`src/rtl/bin_to_bcd_seq.sv`:
```
// Sequential binary-to-BCD converter, shift-add-3, one bit per clock.
// Define SIGNED_INPUT_EN for two's complement input with sign-magnitude output.
module bin_to_bcd_seq #(
  parameter int N_BIN = 16,
  parameter int N_DIG = 5
) (
  input  logic               clock,
  input  logic               reset,
  input  logic               start,
  input  logic [N_BIN-1:0]   bin_in,
  output logic               busy,
  output logic               done,
  output logic               neg,
  output logic [4*N_DIG-1:0] BCD_out
);

  localparam int W  = 4 * N_DIG;
  localparam int CW = $clog2(N_BIN + 1);
`ifdef SIGNED_INPUT_EN
  localparam longint MAXV = longint'(1) << (N_BIN - 1);
`else
  localparam longint MAXV = (longint'(1) << N_BIN) - 1;
`endif
  localparam longint DECV = longint'(10) ** N_DIG;

  generate
    if (N_BIN < 1 || N_BIN > 27 || W > 32 || DECV <= MAXV) begin : g_bad
      $error("bin_to_bcd_seq: illegal N_BIN/N_DIG");
    end
  endgenerate

  typedef enum logic [1:0] {
    IDLE,
    SHIFT,
    FINISH
  } state_t;

  state_t           state, state_nx;
  logic [N_BIN-1:0] shreg;
  logic [W-1:0]     scr;
  logic [W-1:0]     scr_adj;
  logic [CW-1:0]    cnt;
  logic [N_BIN-1:0] operand;
  logic             accept;

  assign accept = (state == IDLE) && start;

`ifdef SIGNED_INPUT_EN
  logic sign_in;
  logic sign_q;

  assign sign_in = bin_in[N_BIN-1];
  // Negating -2**(N_BIN-1) wraps to itself, which is its magnitude.
  assign operand = sign_in ? (~bin_in + 1'b1) : bin_in;
`else
  assign operand = bin_in;
`endif

  always_comb begin
    scr_adj = scr;
    for (int i = 0; i < N_DIG; i++) begin
      if (scr[4*i +: 4] >= 4'd5) begin
        scr_adj[4*i +: 4] = scr[4*i +: 4] + 4'd3;
      end
    end
  end

  always_comb begin
    state_nx = state;
    unique case (state)
      IDLE:    if (start) state_nx = SHIFT;
      SHIFT:   if (cnt == CW'(1)) state_nx = FINISH;
      FINISH:  state_nx = IDLE;
      default: state_nx = IDLE;
    endcase
  end

  always_ff @(posedge clock or negedge reset) begin
    if (!reset) begin
      state <= IDLE;
    end else begin
      state <= state_nx;
    end
  end

  always_ff @(posedge clock or negedge reset) begin
    if (!reset) begin
      shreg   <= '0;
      scr     <= '0;
      cnt     <= '0;
      busy    <= 1'b0;
      done    <= 1'b0;
      BCD_out <= '0;
    end else begin
      busy <= (state_nx != IDLE);
      done <= (state == FINISH);
      if (accept) begin
        shreg <= operand;
        scr   <= '0;
        cnt   <= CW'(N_BIN);
      end else if (state == SHIFT) begin
        {scr, shreg} <= {scr_adj, shreg} << 1;
        cnt          <= cnt - CW'(1);
      end
      if (state == FINISH) begin
        BCD_out <= scr;
      end
    end
  end

`ifdef SIGNED_INPUT_EN
  always_ff @(posedge clock or negedge reset) begin
    if (!reset) begin
      sign_q <= 1'b0;
      neg    <= 1'b0;
    end else begin
      if (accept) sign_q <= sign_in;
      if (state == FINISH) neg <= sign_q;
    end
  end
`else
  assign neg = 1'b0;
`endif

endmodule

```
`config.mk`:
```
export PLATFORM = sky130hd
export DESIGN_NAME = bin_to_bcd_seq
export DESIGN_NICKNAME = d
export VERILOG_FILES = /design/src/rtl/bin_to_bcd_seq.sv
export SDC_FILE = /design/constraint.sdc
export NUM_CORES = 1
export LEC_CHECK = 0
export BUFFER_PORTS_ARGS = -buffer_cell sky130_fd_sc_hd__buf_4
export CORE_UTILIZATION = 40
export DETAILED_ROUTE_END_ITERATION = 6
export GPL_ROUTABILITY_DRIVEN = 0
export PLACE_DENSITY = 0.73
export REMOVE_ABC_BUFFERS = 1
export SETUP_SLACK_MARGIN = 0.4
export SYNTH_ARGS = -nofsm -noshare
export SYNTH_HDL_FRONTEND = slang
export SYNTH_SLANG_ARGS = --single-unit
```
`constraint.sdc`:
```
create_clock -name clock -period 1.2 [get_ports clock]
set_input_delay 0.06 -clock clock [delete_from_list [all_inputs] [get_ports clock]]
set_output_delay 0.06 -clock clock [all_outputs]
set_load 0.05 [all_outputs]
```
==> summary.md, run 1 <==
| Metric | Value |
|---|---|
| Vias in the first global route | 3032 |
| FMAX | 716 MHz |
| Mapped Cells | between 200 and 300 |
| Quantity of I/O buffers inserted on ports | 40 |
| Simple-Gate Fraction of Synth Area | around 12% |
| Initial antenna violation count | 0 |
| DRT Pass-1 Iters | 4 |
| Leakage | 2.44 nW |
| Setup crit start | scr[5] |
| Number of H-tree levels | 3 |
| Area of the die | around 8100 µm² |
| CP arrival | between 1.5 and 2 ns |
| Die height | around 90 µm |
| Switching Share | between 40 and 50% |
| CTS tree | done |
| GRT Util Overall | 22.6% |
| Top cells by area, synth | dfrtp_1, o21ai_0, nand2_1 |
| Vias per inst | ~5.4 |
| Largest area contributor in the netlist | dfrtp_1 |
| Seq pwr share | a little over a quarter |
| Maxcap violations | 0 |
| DR iter-0 viols | 153 |
| Post-synthesis mux area share | 0.324% |
| Fin crit period | around 1.4 ns |
| Worst path max stage delay | about 0.37 ns |
| Syn Area/Cell | a little over 10 µm² |
| Clock Sinks | between 60 and 70 |
| CP max-delay cell | dfrtp_1 |
| Post-synthesis adder-cell area fraction | around 4.9% |
| Synthesized cell area | about 3000 µm² |
| Deepest clock path buffer count | 2 |
| Asr flop ratio synth | 100% |
| CTS Buf Count | 9 |
| Hold Crit Class | in2reg |
| Skew final | slightly above 0.01 ns |
| Crit-path leading delay family | flip-flops |
| Status | finished, violations left |
| Detail Placement HPWL | around 4300 µm |
| Post-synth EDFFs | 0 |
| Post-synthesis sequential area ratio | roughly 53% |
| Yosys reg bits | 65 |
| Power Density | about 2700 nW/µm² |
| Share of the synthesized area in the top cell type | between 50% and 60% |
| Synth Flop Type | dfrtp_1 |
| Most used standard cell by instance count after synthesis | dfrtp_1 |
| Clock power frac | 14.9% |
| Int Pwr | 8.71 mW |
| Worst Path Max Fanout | 3 |
| Fin. Hold Viols | 2 |
| Initial core utilization | about two fifths |
| Post-route ant nets | 0 |
| # rows | 31 |
| R2R setup slack | -0.20 ns |
| Setup CP Type | reg2reg |
| RR Startpoint | scr[5] |
| GR Overflow Total | 0 |
| Combinational share of power | approximately three fifths |
| Drt total wl | around 9000 µm |
| Required time of the critical path | roughly 1.4 ns |
| Clk slew on worst S/H paths | about 0.070 ns |
| Setup-failing EPs final | 51 |
| Share of cells above drive strength 1 | 57.5% |
| CORE AREA | between 7000 and 8000 µm² |
| RSZ-0062 raised after global routing | true |
| Worst Setup Start Kind | flip-flop |
| Clk_lat worst skew | 0.35 ns |
| First-pass GRT wire length | around 14000 µm |
| Critical path buffers and inverters | 2 |
| Worst Setup EP | scr[6] |
| Net Sw Power | about 5.8 mW |
| Setup TNS | -3.07 ns |
| Root buffer cell | clkbuf_8 |
| Worst setup EP type | flip-flop |
| Compound-gate portion of the synthesized area | ~23% |
| Wirelength per Cell | between 15 and 20 µm |
| Commonest cells post-synth | dfrtp_1, nand2_1, o21ai_0, inv_1, a22oi_1 |
| Vias | 2961 |
| Worst Hold Margin | -0.0102 ns |
| # diodes | 0 |
| Largest family of logic cells by synthesized area | compound AO/OA/AOI/OAI gates |
| Fin crit share | 116% |
| Drt drc | 0 |
| R2R cell count | 6 |
| Synth Area in XOR/XNOR | about 1.1% |
| Pin count of the biggest net entering global routing | 66 |
| Slew Viols, Final | 0 |
| IO Count | 42 |
| Crit path depth | 6 |
| Netlist cell types | 33 |
| Peak supply drop | between 0.001 and 0.0015 V |
| Failing checks | negative hold slack, negative setup slack |
| Crit-path cells | inv_2 -> ha_4 -> nor2b_4 -> buf_4 -> o2111ai_2 -> o211ai_1 |
| RR Endpoint | scr[6] |
| Total Nets Final | about 480 |
| Chip width | around 90 µm |
| Final WS setup | -0.197 ns |
| Layout area overhead | 72.5% |
| Pwr Total | between 10 and 15 mW |
| YS warnings | 0 |
logic make-up (layout without fill, tap and decap cells):
family | count (synthesis) | after routing
AO/OA/AOI/OAI | 101 | 101
multiplexers | 1 | 1
XOR/XNOR | 4 | 4
buffers and inverters | 42 | 193
adder cells (fa/ha/maj) | 12 | 12
flip-flops | 65 | 65
AND/OR/NAND/NOR | 72 | 72
other | 1 | 1
stage by stage:
stage                     utilization, %  cells  instance area (µm²)  hold WS [ns]  setup slack, ns
after floorplan                        -    280                 2970        -0.236            -1.00
after global placement              51.3    467                 3780        0.0859           -0.126
after detailed placement            51.3    467                 3780        0.0918           -0.156
after CTS                           69.1    532                 5090       0.00389           -0.101
after global routing                72.3    548                 5330        0.0202           -0.227
final                               72.3    548                 5330       -0.0102           -0.197
power by group through the flow:
stage | sequential [mW] | combinational, mW | clock [mW]
floorplan | 4.68 | 2.19 | 0
global placement | 3.60 | 5.22 | 0
detailed placement | 3.66 | 5.34 | 0
CTS | 3.72 | 7.61 | 2.18
global route | 3.89 | 9.13 | 2.30
finish | 3.80 | 8.58 | 2.16
worst min-delay path by stage:
stage               slack (ns)          to  startpoint  depth (start not counted)
CTS                      0.004    shreg[6]   bin_in[6]                          3
detailed placement        0.09    shreg[3]       reset                          2
floorplan                -0.24  BCD_out[0]       reset                          0
finish                   -0.01    shreg[5]   bin_in[5]                          3
global placement          0.09  BCD_out[1]       reset                          2
global route              0.02    shreg[5]   bin_in[5]                          3
state kept, by name (all words and copies together), names as in the netlist:
register / count
BCD_out: 20
scr: 20
shreg: 16
cnt: 5
state: 2
busy: 1
done: 1
metal layers:
layer | GRT usage [%] | wire length [µm] | up-vias | share of wire [%]
met4 | 10.8 | 290 | 0 | 3.2
met2 | 39.4 | 4830 | 102 | 53
met1 | 26.5 | 3560 | 1467 | 39
met3 | 4.91 | 482 | 27 | 5.3
li1 | - | - | 1365 | -
met5 | 0 | 0 | - | 0
placed cells by master (no fill, tap or decap), types with 3 or more instances in the layout:
master / synthesis / final
buf_12: 0 / 5
o21ai_0: 43 / 12
o31ai_1: 7 / 5
nand2_2: 0 / 15
nand2_1: 48 / 30
inv_2: 1 / 11
buf_16: 0 / 4
o21ai_1: 0 / 10
dlygate4sd3_1: 0 / 8
o21ai_2: 0 / 21
buf_6: 3 / 36
nand2b_1: 6 / 4
a22oi_1: 15 / 14
o2111ai_2: 0 / 3
o211ai_1: 5 / 5
nor2b_4: 0 / 8
o2111ai_1: 10 / 7
ha_4: 0 / 10
o221ai_2: 0 / 5
inv_1: 23 / 11
o21a_1: 5 / 5
nand2_4: 0 / 3
nand2b_4: 1 / 3
xnor2_1: 4 / 4
buf_4: 5 / 96
a32o_1: 5 / 4
clkbuf_8: 0 / 12
dfrtp_1: 65 / 63
area by class of cell:
class	instances	area, µm²
fill	469	2040
multi-input combinational	191	1710
sequential	65	1630
timing repair buffer	154	1540
clock buffer	13	169
tap	99	124
inverter	24	97.6
clock inverter	2	60.1
worst min-delay path: cells and delay by family:
family / cells / cell delay (ns)
AOI/OAI and AO/OA: 2 / 0.16
buffers and inverters: 1 / 0.08
repair_timing:
action / 4_1_cts / 5_1_grt
cloned: 7 / 0
hold endpoints to repair: 72 / 0
pin swaps: 48 / 15
endpoints found under the setup margin: 87 / 87
buffers inserted: 35 / 16
hold buffers: 8 / 0
gates resized for setup: 161 / 37
No activity file was read; power rests on OpenSTA's default activity.
==> run 2: changes to the inputs <==
Settings changed: RECOVER_POWER from default to 100.
==> run 2 against run 1 <==
Net effect: clock skew increased by 0.0017 ns; die area unchanged; largest power group unchanged; sequential share of layout area increased by 1.1 points; sequential power decreased by 2%; cell count unchanged; the run still ends with negative hold slack, negative setup slack left.
==> summary.md, run 2 (same netlist as run 1, synthesis figures left out) <==
| Metric | Value |
|---|---|
| Status | finished, violations left |
| Failing checks | negative hold slack, negative setup slack |
| Rel. slew slack | between 40% and 50% |
| Vias per inst | 5.41 (+0.17%) |
| Peak supply drop | 0.00100 V (-0.53%) |
| Initial antenna violation count | 0 (unchanged) |
| Drt drc | 0 (unchanged) |
| Share of cells above drive strength 1 | 57.5% (unchanged) |
| Layout area overhead | 66.7% |
| Worst Setup Start Kind | flip-flop |
| GRT Util Overall | 22.6% (unchanged) |
| Required time of the critical path | 1.41 ns (about the same) |
| Area of the die | 8070 µm² (unchanged) |
| Worst setup EP type | flip-flop |
| GR Overflow Total | 0 (unchanged) |
| # rows | 31 (unchanged) |
| Clock Sinks | 65 (unchanged) |
| Post-route ant nets | 0 (unchanged) |
| RSZ-0062 raised after global routing | true |
| Detail Placement HPWL | 4320 µm (unchanged) |
| Chip width | 89.9 µm (unchanged) |
| Slew Viols, Final | 0 (unchanged) |
| Clk_lat worst skew | 0.35 ns (about the same) |
| Clk slew on worst S/H paths | 0.07 ns (about the same) |
| Pin count of the biggest net entering global routing | 66 (unchanged) |
| Fin util | 69.8% (-2.5 points) |
| Tightest Pin Transition | approximately 0.83 ns |
| Total Nets Final | 476 (unchanged) |
| CORE AREA | 7370 µm² (unchanged) |
| Commonest non-fill, non-tap cell in the layout | buf_4 |
| CTS tree | done |
| Setup-failing EPs final | 45 (-12%) |
| Fin crit period | 1.39 ns (-0.00437 ns) |
| FMAX | 718 MHz (+0.31%) |
| Drt total wl | 9250 µm (+0.87%) |
| CP arrival | 1.60 ns (about the same) |
| Fillers | 517 (+10%) |
| Most frequent cells in the layout | buf_4, dfrtp_1, nand2_1, clkbuf_2, o21ai_2 |
| Die height | 89.9 µm (unchanged) |
| First-pass GRT wire length | 14500 µm (unchanged) |
| CTS Buf Count | 9 (unchanged) |
| DR iter-0 viols | 118 (-23%) |
| Setup TNS | -2.72 ns (+0.347 ns) |
| Skew final | 0.0119 ns (+0.00168 ns) |
| Vias in the first global route | 3032 (unchanged) |
| IO Count | 42 (unchanged) |
| # diodes | 0 (unchanged) |
| Quantity of I/O buffers inserted on ports | 40 (unchanged) |
| Setup CP Type | reg2reg |
| DRT Pass-1 Iters | 6 (+2) |
| Fin crit share | 116% (-0.36 points) |
| Final WS setup | -0.193 ns (+0.00437 ns) |
| Wirelength per Cell | 16.9 µm (+0.87%) |
| Vias | 2966 (+0.17%) |
| Maxcap violations | 0 (unchanged) |
| Power Density | 2730 nW/µm² (+0.16%) |
| Top flop regs | BCD_out (20), scr (20), shreg (16) |
| Hold Crit Class | in2reg |
| Number of H-tree levels | 3 (unchanged) |
| Initial core utilization | 41.9% (unchanged) |
| Worst Hold Margin | -0.0112 ns (-0.00107 ns) |
| Worst Path Max Fanout | 3 (unchanged) |
| Fin. Hold Viols | 2 (unchanged) |
| Deepest clock path buffer count | 2 (unchanged) |
| Leakage | 2.39 nW (-2.4%) |
| Pre-CTS setup slack | -0.156 ns (unchanged) |
| Root buffer cell | clkbuf_8 |
[run 2: cell types whose count changed in the layout (fill, tap and decap cells not counted)]
cell,delta
clkbuf_4,+1
clkbuf_2,+22
buf_6,-22
clkbuf_16,-1
buf_16,-1
buf_4,+1
clkbuf_8,+1
buf_12,-1
[run 2: worst paths after layout]
kind | startpoint | endpoint | slack (ns) | depth (start not counted)
max in group asynchronous | reset | state[1] | 0.16 | 3
min reg2reg | shreg[10] | shreg[10] | 0.49 | 2
min in group asynchronous | reset | shreg[3] | 0.46 | 3
min | bin_in[5] | shreg[5] | -0.01 | 3
max | scr[5] | scr[6] | -0.19 | 6
max reg2reg | scr[5] | scr[6] | -0.19 | 6
[run 2: cell type report]
type	instances	area [µm²]	area share (%)
multi-input cells	191	1710	33.3
clock inverters	2	60.1	1.17
clock buffers	13	169	3.28
inverters	24	97.6	1.90
flip-flops and latches	65	1630	31.7
well taps	99	124	2.41
repair buffers	154	1360	26.3
[run 2: stage by stage]
step	instances	hold slack [ns]	power (mW)	cell area [µm²]
floorplan	280	-0.236	6.86	2970
global placement	467	0.0859	8.82	3780
detailed placement	467	0.0918	9.00	3780
CTS	532	0.00389	13.5	5090
global route	548	0.0202	14.8	5150
finish	548	-0.0112	14.1	5150
[run 2: worst max-delay path, cell delays in order (launching register included)]
cell and delay [ns]:
dfrtp_1 0.37, inv_2 0.08, ha_4 0.18, nor2b_4 0.13
buf_4 0.14, o2111ai_2 0.21, o211ai_1 0.14
[run 2: power by group]
| group | leakage, nW | total [mW] | internal [mW] | switching [mW] |
|---|---|---|---|---|
| combinational | 1.44 | 8.16 | 3.90 | 4.26 |
| sequential | 0.826 | 3.74 | 3.06 | 0.675 |
| clock | 0.116 | 2.16 | 1.33 | 0.834 |
| total | 2.39 | 14.1 | 8.29 | 5.77 |
[run 2: repair_timing]
item / 4_1_cts / 5_1_grt
resized for setup: 161 / 37
hold buffers: 8 / 0
endpoints found under the hold margin: 72 / 0
buffers inserted: 35 / 16
setup endpoints to repair: 87 / 87
gates cloned: 7 / 0
pin swaps: 48 / 15
[run 2: per-layer routing]
| layer | wire, µm | GRT usage [%] | share of wire, % | up-vias |
|---|---|---|---|---|
| li1 | - | - | - | 1367 |
| met1 | 3670 | 26.5 | 40 | 1465 |
| met5 | 0 | 0 | 0 | - |
| met2 | 4780 | 39.4 | 52 | 102 |
| met3 | 474 | 4.91 | 5.1 | 32 |
| met4 | 323 | 10.8 | 3.5 | 0 |
